File: src/rtl/modaddsub_pipe_pkg.sv
// Shared constants for the modular add/sub unit:
// modulus table, op encodings and modulus select codes.
package modaddsub_pipe_pkg;

  localparam int QW = 39;

  localparam logic [QW-1:0] Q0 = 39'h07_FFFE_C001;
  localparam logic [QW-1:0] Q1 = 39'h1F_FFFD_8001;
  localparam logic [QW-1:0] Q2 = 39'h7F_FFFF_C001;

  typedef enum logic [1:0] {
    OP_SUB  = 2'b00,
    OP_ADD  = 2'b01,
    OP_NEG  = 2'b10,
    OP_PASS = 2'b11
  } op_e;

  localparam logic [1:0] QSEL_Q0  = 2'd0;
  localparam logic [1:0] QSEL_Q1  = 2'd1;
  localparam logic [1:0] QSEL_Q2  = 2'd2;
  localparam logic [1:0] QSEL_RSV = 2'd3;

  // Reserved select yields Q=0, so every operand reads as out of range.
  function automatic logic [QW-1:0] q_of(input logic [1:0] qsel);
    logic [QW-1:0] q;
    q = '0;
    unique case (qsel)
      QSEL_Q0: q = Q0;
      QSEL_Q1: q = Q1;
      QSEL_Q2: q = Q2;
      default: q = '0;
    endcase
    return q;
  endfunction

endpackage

File: src/rtl/modaddsub_pipe_lane.sv
// One lane: stage-1 raw sums/differences and
// stage-2 modular correction registers.
module modaddsub_lane
  import modaddsub_pipe_pkg::*;
#(
  parameter int W = 39
) (
  input  logic         clk,
  input  logic         rst,
  input  logic         en1,
  input  logic         en2,
  input  op_e          op,
  input  logic [W-1:0] q,
  input  logic [W-1:0] a,
  input  logic [W-1:0] b,
  output logic [W-1:0] res,
  output logic         err
);

  logic [W:0]   sum;
  logic [W:0]   diff;
  logic [W-1:0] neg;
  logic         bad;

  op_e          op1;
  logic [W-1:0] q1;
  logic [W:0]   s1;
  logic [W:0]   d1;
  logic [W-1:0] n1;
  logic [W-1:0] a1;
  logic         bz1;
  logic         e1;

  logic [W:0]   fix;
  logic [W-1:0] r2;

  assign sum  = {1'b0, a} + {1'b0, b};
  assign diff = {1'b0, a} - {1'b0, b};
  assign neg  = q - b;
  assign bad  = (a >= q) | ((op != OP_PASS) & (b >= q));

  always_ff @(posedge clk) begin
    if (rst) begin
      op1 <= OP_SUB;
      q1  <= '0;
      s1  <= '0;
      d1  <= '0;
      n1  <= '0;
      a1  <= '0;
      bz1 <= 1'b0;
      e1  <= 1'b0;
    end else if (en1) begin
      op1 <= op;
      q1  <= q;
      s1  <= sum;
      d1  <= diff;
      n1  <= neg;
      a1  <= a;
      bz1 <= (b == '0);
      e1  <= bad;
    end
  end

  always_comb begin
    fix = s1 - {1'b0, q1};
    r2  = a1;
    unique case (1'b1)
      op1 == OP_ADD:
        r2 = (s1 >= {1'b0, q1}) ? fix[W-1:0] : s1[W-1:0];
      op1 == OP_SUB:
        r2 = d1[W] ? d1[W-1:0] + q1 : d1[W-1:0];
      op1 == OP_NEG:
        r2 = bz1 ? '0 : n1;
      default:
        r2 = a1;
    endcase
    if (e1) r2 = '0;
  end

  always_ff @(posedge clk) begin
    if (rst) begin
      res <= '0;
      err <= 1'b0;
    end else if (en2) begin
      res <= r2;
      err <= e1;
    end
  end

endmodule

File: src/rtl/modaddsub_pipe.sv
// Multi-lane two-stage modular add/sub/neg/pass unit
// with valid/ready handshake on both sides.
module modaddsub_pipe
  import modaddsub_pipe_pkg::*;
#(
  parameter int COE_WIDTH = 39,
  parameter int LANES     = 4
) (
  input  logic                       clk,
  input  logic                       rst,
  input  logic                       i_valid,
  output logic                       o_ready,
  input  logic [1:0]                 i_op,
  input  logic [1:0]                 i_qsel,
  input  logic [LANES*COE_WIDTH-1:0] i_a,
  input  logic [LANES*COE_WIDTH-1:0] i_b,
  output logic                       o_valid,
  input  logic                       i_ready,
  output logic [LANES*COE_WIDTH-1:0] o_res,
  output logic [LANES-1:0]           o_err
);

  logic                 v1;
  logic                 v2;
  logic                 ld1;
  logic                 ld2;
  logic                 en1;
  logic                 en2;
  logic [COE_WIDTH-1:0] q;
  op_e                  op;

  assign ld2     = !v2 | i_ready;
  assign ld1     = !v1 | ld2;
  assign o_ready = ld1;
  assign o_valid = v2;
  assign en1     = ld1 & i_valid;
  assign en2     = ld2 & v1;
  assign op      = op_e'(i_op);

  always_comb begin
    q         = '0;
    q[QW-1:0] = q_of(i_qsel);
  end

  always_ff @(posedge clk) begin
    if (rst) begin
      v1 <= 1'b0;
      v2 <= 1'b0;
    end else begin
      if (ld1) v1 <= i_valid;
      if (ld2) v2 <= v1;
    end
  end

  for (genvar k = 0; k < LANES; k++) begin : g_lane
    modaddsub_lane #(
      .W(COE_WIDTH)
    ) u_lane (
      .clk(clk),
      .rst(rst),
      .en1(en1),
      .en2(en2),
      .op (op),
      .q  (q),
      .a  (i_a[k*COE_WIDTH +: COE_WIDTH]),
      .b  (i_b[k*COE_WIDTH +: COE_WIDTH]),
      .res(o_res[k*COE_WIDTH +: COE_WIDTH]),
      .err(o_err[k])
    );
  end

endmodule

File: config.mk
export PLATFORM = sky130hd
export DESIGN_NAME = modaddsub_pipe
export DESIGN_NICKNAME = d
export VERILOG_FILES = /design/src/rtl/modaddsub_pipe_pkg.sv /design/src/rtl/modaddsub_pipe_lane.sv /design/src/rtl/modaddsub_pipe.sv
export SDC_FILE = /design/constraint.sdc
export NUM_CORES = 2
export LEC_CHECK = 0
export CORE_UTILIZATION = 61
export DETAILED_ROUTE_END_ITERATION = 8
export GPL_TIMING_DRIVEN = 1
export PLACE_DENSITY = 0.85
export SYNTH_ARGS = -nofsm -noshare
export SYNTH_HDL_FRONTEND = slang
export SYNTH_SLANG_ARGS = --single-unit
File: constraint.sdc
create_clock -name clk -period 9.4 [get_ports clk]
set_clock_uncertainty 0.2 [all_clocks]
set_input_delay 1.41 -clock clk [delete_from_list [all_inputs] [get_ports clk]]
set_output_delay 1.41 -clock clk [all_outputs]
set_load 0.02 [all_outputs]
# ---- Word-level counts from Yosys, hierarchy flattened
# Cells that the tools add are included.
dict set report classes {
  muxes 21
  n_lt_le_gt_ge 12
  n_addsub 20
  n_bitwise 12
  n_eq_ne 5
  reduce_logical 8
}
# cell count
set ops {}
lappend ops {{$mux W39} 16}
lappend ops {{$pmux W39 S3} 5}
lappend ops {{$ge A39 B39 Y1} 8}
lappend ops {{$sub A39 B39 Y39} 8}
lappend ops {{$add A39 B39 Y40} 4}
lappend ops {{$ge A40 B39 Y1} 4}
lappend ops {{$sub A39 B39 Y40} 4}
lappend ops {{$add A39 B39 Y39} 4}
lappend ops {{$logic_not A39 Y1} 4}
lappend ops {{$and A1 B1 Y1} 6}
lappend ops {{$or A1 B1 Y1} 6}
lappend ops {{$eq A2 B1 Y1 const B} 2}
lappend ops {{$eq A2 B2 Y1 const B} 2}
lappend ops {{$logic_not A2 Y1} 2}
lappend ops {{$logic_not A1 Y1} 2}
lappend ops {{$ne A2 B2 Y1 const B} 1}
dict set report word_totals {
  word_cells 114
  reg_bits 843
  inputBits 320
  output_inout_bits 162
}

# ---- Logic depth before layout (Yosys ltp)
dict set report depth {
  word_depth 5
  ltp_mapped 17
  depth_no_buf 15
}

# ---- Modules after synthesis
# Synthesis repeated with hierarchy kept, for this count alone.
dict set report unflattened {
  hier_cells 10996
  hier_area_um2 84773.8
}
# module seq_area_each_um2 area_per_inst_um2 cells_each instances
set by_module_without_submodules {}
lappend by_module_without_submodules {{modaddsub_lane at g_lane[2].u_lane} 4804.6 21334.2 2755 1}
lappend by_module_without_submodules {{modaddsub_lane at g_lane[3].u_lane} 4804.6 21215.3 2729 1}
lappend by_module_without_submodules {{modaddsub_lane at g_lane[0].u_lane} 4804.6 21124.0 2775 1}
lappend by_module_without_submodules {{modaddsub_lane at g_lane[1].u_lane} 4804.6 20923.8 2717 1}
lappend by_module_without_submodules {modaddsub_pipe 40.0 176.4 20 1}

# ---- Least setup slack after synthesis
# No wires, ideal clock.
dict set report synth_path {
  path_type {input to register}
  from {in i_qsel[0]}
  to {reg g_lane[0].u_lane.e1}
  setup_ns 0.074
  n_path_buf 0
  required_ns 9.126
  setup_slack_ns 1.541
  arrival_ns 7.585
  path_stages 14
  cell_sequence {ha_1 > inv_1 > ha_1 > a21oi_1 > o21bai_1 > a21oi_1 > o21a_1 > o21ai_1 > a311o_1 > a221o_1 > a21oi_1 > o31ai_1 > a2111o_1 > a31oi_1}
}
dict set report synth_between {
  elab_chain_cells 5
  word_cells_on_any_way 8
  cone_classes {2 x order compare; 2 x eq/ne; 1 x mux; 2 x bitwise; 1 x reduce/logical}
}
# element line_no
set synth_rtl {}
lappend synth_rtl {{from (decl)} modaddsub_pipe.sv:14} ;# input logic [1:0] i_qsel,
lappend synth_rtl {{$eq A2 B2 Y1, or another cell as far along} modaddsub_pipe_pkg.sv:27} ;# unique case (qsel)
lappend synth_rtl {{$pmux W39 S3 (*)} modaddsub_pipe_pkg.sv:27}
lappend synth_rtl {{named net g_lane[0].u_lane.q[0]} modaddsub_pipe_lane.sv:13} ;# input logic [W-1:0] q,
lappend synth_rtl {{$ge A39 B39 Y1} modaddsub_pipe_lane.sv:40} ;# assign bad = (a >= q) | ((op != OP_PASS) & (b >= q));
lappend synth_rtl {{$and A1 B1 Y1} modaddsub_pipe_lane.sv:40}
lappend synth_rtl {{$or A1 B1 Y1 (*)} modaddsub_pipe_lane.sv:40}
lappend synth_rtl {{to (signal assigned)} modaddsub_pipe_lane.sv:51} ;# e1 <= 1'b0;
lappend synth_rtl {{to (signal assigned)} modaddsub_pipe_lane.sv:60} ;# e1 <= bad;
lappend synth_rtl {{to (decl)} modaddsub_pipe_lane.sv:32} ;# logic e1;
# The timed path passes the listed nets; every way through them passes the cells marked *.
# A chain may end at the register's enable or synchronous reset.

# ---- Worst setup path after layout
dict set report layout_path {
  from {in i_qsel[0]}
  to {reg g_lane[1].u_lane.n1[36]}
}
dict set report layout_between {
  elab_chain_cells 3
  word_cells_on_any_way 5
  cone_classes {1 x add/sub; 2 x eq/ne; 1 x mux; 1 x reduce/logical}
}
# element line_no
set layout_rtl {}
lappend layout_rtl {{$eq A2 B2 Y1, or another cell as far along} modaddsub_pipe_pkg.sv:27}
lappend layout_rtl {{$pmux W39 S3 (*)} modaddsub_pipe_pkg.sv:27}
lappend layout_rtl {{named net g_lane[0].u_lane.q[0]} modaddsub_pipe_lane.sv:13}
lappend layout_rtl {{$sub A39 B39 Y39 (*)} modaddsub_pipe_lane.sv:39} ;# assign neg = q - b;
lappend layout_rtl {{to (signal assigned)} modaddsub_pipe_lane.sv:57} ;# n1 <= neg;
lappend layout_rtl {{to (decl)} modaddsub_pipe_lane.sv:29} ;# logic [W-1:0] n1;
# Marked as above.

==> results.cfg <==
[worst_hold_path]
worst_hold_path.num_cells = 2
hp-class = flip-flop to flip-flop
worstHoldStart = g_lane[1].u_lane.res[20]
hold_end = g_lane[1].u_lane.res[20]

[power]
p_int_mw = 7.66
power_density_nw_per_um2 = 163
p_switching_mw = 4.94
p_leak_nw = 32.2
pwr-share-comb = 0.377
p_clk_frac = 0.304
sequentialPowerShare = 0.319
p_sw_frac = 0.392
peakVddDrop_mv = 0.164

[synth]
synth_cell_type_count = 94
synth_top_family_by_area = compound AO/OA/AOI/OAI gates
netlist_instances = 9320
synth_area_leader_cell = dfxtp_1
synth_edf_count = 0
ys_ff_latch = 804
synth.avg_cell_area_um2 = 7.38
synth_area_leaders = dfxtp_1 23%, ha_1 13%, a21oi_1 8.7%
synth_adder_area_share = 0.137
synthSimpleGateAreaFrac = 0.199
synth-xor-area-share = 0.0817
syn-num-nets = 10388
yosysSeqAreaShare = 0.234
synthMuxAreaShare = 0.0113
ys_warn_count = 0
synth_top_area_frac = 0.234
async_flop_share = 0
synthFlopType = dfxtp_1
synth_compound_area_frac = 0.286
syn-cell-area_um2 = 68800
synth_common_cells = 1290 x nand2_1, 1196 x a21oi_1, 804 x dfxtp_1
yosysMostFrequentCell = nand2_1

[critical_path]
critPathCaptureType = flip-flop
rrSetupSlack_ns = 3.74
path_class = primary input to flip-flop
r2r-end = g_lane[1].u_lane.res[38]
start_kind = primary input
cp.arrival_ns = 7.62
timing.rr.start = g_lane[1].u_lane.q1[34]
reg2reg_depth = 14
cp.required_ns = 9.81
critPathMaxFanout = 43

[sta]
maxSlewHeadroom = 0.108
maxSlewViolCount = 0
holdWs_ns = 0.246
finalCritPeriodShare = 0.766
setup_ws_ns = 2.20
max_freq_mhz = 139
finalHoldViolCount = 0
grt_setup_unrepaired = no
tightest_slew_ns = 1.33
setup_tns_ns = 0
setup_viol = 0
fin_crit_ns = 7.20

[drt]
route.detailed.wl_per_inst_um = 25.7
drc = 0
wl_mm = 284
vias_per_cell = 6.83
antenna_left = 0
vias = 75367
dr.pass1.iters = 7
drtIter0Drc = 10500

[grt]
grt_usage = 0.477
grt_overflow = 0
grt_start_max_net_pins = 176
grt_pass1_vias = 69176
antenna_found_initial = 9
grt_pass1_wl_mm = 418

[clocking]
cts.path.max_buffers = 3
post_cts_resized = 0
cts_tree = yes
hold_buffers = 0
cts_sinks = 804
cts_max_level = 3
clk_latency_ns = 0.71
root_buffer = clkbuf_16
clk_pin_slew_worst_paths_ns = 0.06
cts_buffers = 90
cts_setup_buffers = 0

[final_layout]
fin_nets = 10539
finalNonFillerCells = 11034
syn_to_final_growth_pct = 12.6
fin_area_um2 = 77400
drive_gt1_frac = 0.0386

[place]
post-place-ws_ns = 1.69
placed_area_um2 = 74300
port_buffers = 481
place_congestion = 1.07
dp_cells = 10867
hpwlAfterDp_mm = 211

[die]
core-area_um2 = 111000
pin_count = 482
dieArea_um2 = 114000
num_rows = 122
start_util = 0.618
chipHeight_um = 338
die-width_um = 338

[outcome]
status = completed

[job]
drv_cap = 0
[per-stage QoR]
stage	utilization	total power, mW
detailed placement	0.668	8.58
global placement	0.668	8.50
floorplan	-	7.12
finish	0.696	12.6
global route	0.696	13.0
CTS	0.696	12.4
[cells in the final DEF, fill, tap and decap left out, types with 54 or more instances in the layout]
cell,Yosys,final
o211ai_1,75,75
nand2_1,1290,1285
nand3_1,176,176
clkbuf_16,0,92
nor2_1,634,624
a221oi_1,65,65
clkdlybuf4s50_1,0,480
or3_1,54,54
nand4_1,105,105
o21bai_1,117,117
buf_4,6,73
a211oi_1,192,192
inv_1,413,409
a31oi_1,85,84
xor2_1,212,212
nor3_1,185,182
dfxtp_1,804,801
o21ai_0,580,580
nor4_1,102,102
a21oi_1,1196,1196
ha_1,740,739
nor2b_1,86,86
xnor2_1,430,430
nand2b_1,92,91
a21o_1,270,270
o21a_1,61,61
o31ai_1,62,62
[kinds of logic after synthesis]
logic type | Yosys count
xor+xnor | 642
mux | 75
simple gates | 2983
fa+ha+maj | 748
flops | 804
buf+inv | 920
compound gates | 3148
[flip-flops by register name (all words and copies together), names as in the netlist]
signal,flops
g_lane.u_lane.n1,156
g_lane.u_lane.s1,156
g_lane.u_lane.op1,2
g_lane.u_lane.bz1,4
v1,1
g_lane.u_lane.d1,160
g_lane.u_lane.a1,156
g_lane.u_lane.err,4
g_lane.u_lane.q1,4
o_valid,1
g_lane.u_lane.e1,4
g_lane.u_lane.res,156
[cell type report]
type	instances	area (um2)
inverter	419	1580
sequential	804	16100
tap	1488	1860
antenna	2	5.00
fill	9389	33800
clock inverter	45	539
multi-input combinational	7596	49300
clock buffer	120	2580
timing repair buffer	560	5490
[power by group through the flow]
stage,Clock (mW),Combinational [mW],Sequential (mW)
floorplan,0,3.16,3.95
global placement,0,4.45,4.05
detailed placement,0,4.52,4.06
CTS,3.80,4.56,3.99
global route,3.94,5.07,4.03
finish,3.83,4.75,4.02
[worst max-delay path, stage by stage]
cell,delay (ns)
clkdlybuf4s50_1,1.05
ha_4,0.87
clkinv_2,0.86
buf_4,0.58
ha_1,0.45
a21o_1,0.24
a41oi_1,0.32
o21ai_0,0.13
a31oi_1,0.32
o21ai_1,0.18
a311o_1,0.45
a211oi_1,0.30
xnor2_1,0.15
nand2_1,0.07
a21oi_1,0.18
[worst max-delay path by stage]
stage	end	slack, ns	cells after the start	startpoint
final	g_lane[1].u_lane.n1[36]	2.20	15	i_qsel[0]
after global placement	g_lane[1].u_lane.n1[37]	1.82	15	i_qsel[0]
after CTS	g_lane[1].u_lane.n1[36]	2.39	15	i_qsel[0]
after floorplan	g_lane[0].u_lane.e1	1.54	14	i_qsel[0]
after detailed placement	g_lane[1].u_lane.n1[36]	1.69	15	i_qsel[0]
after global routing	g_lane[1].u_lane.n1[36]	2.03	15	i_qsel[0]
[per-layer routing]
metal  global-route usage  vias up  share of wire
met5                    0        -        0.00027
met4                0.298       12          0.072
met3                0.155     1079           0.15
met2                0.670     5121           0.39
met1                0.624    35227           0.38
li1                     -    33928              -
Power figures use the tool's default switching activity.
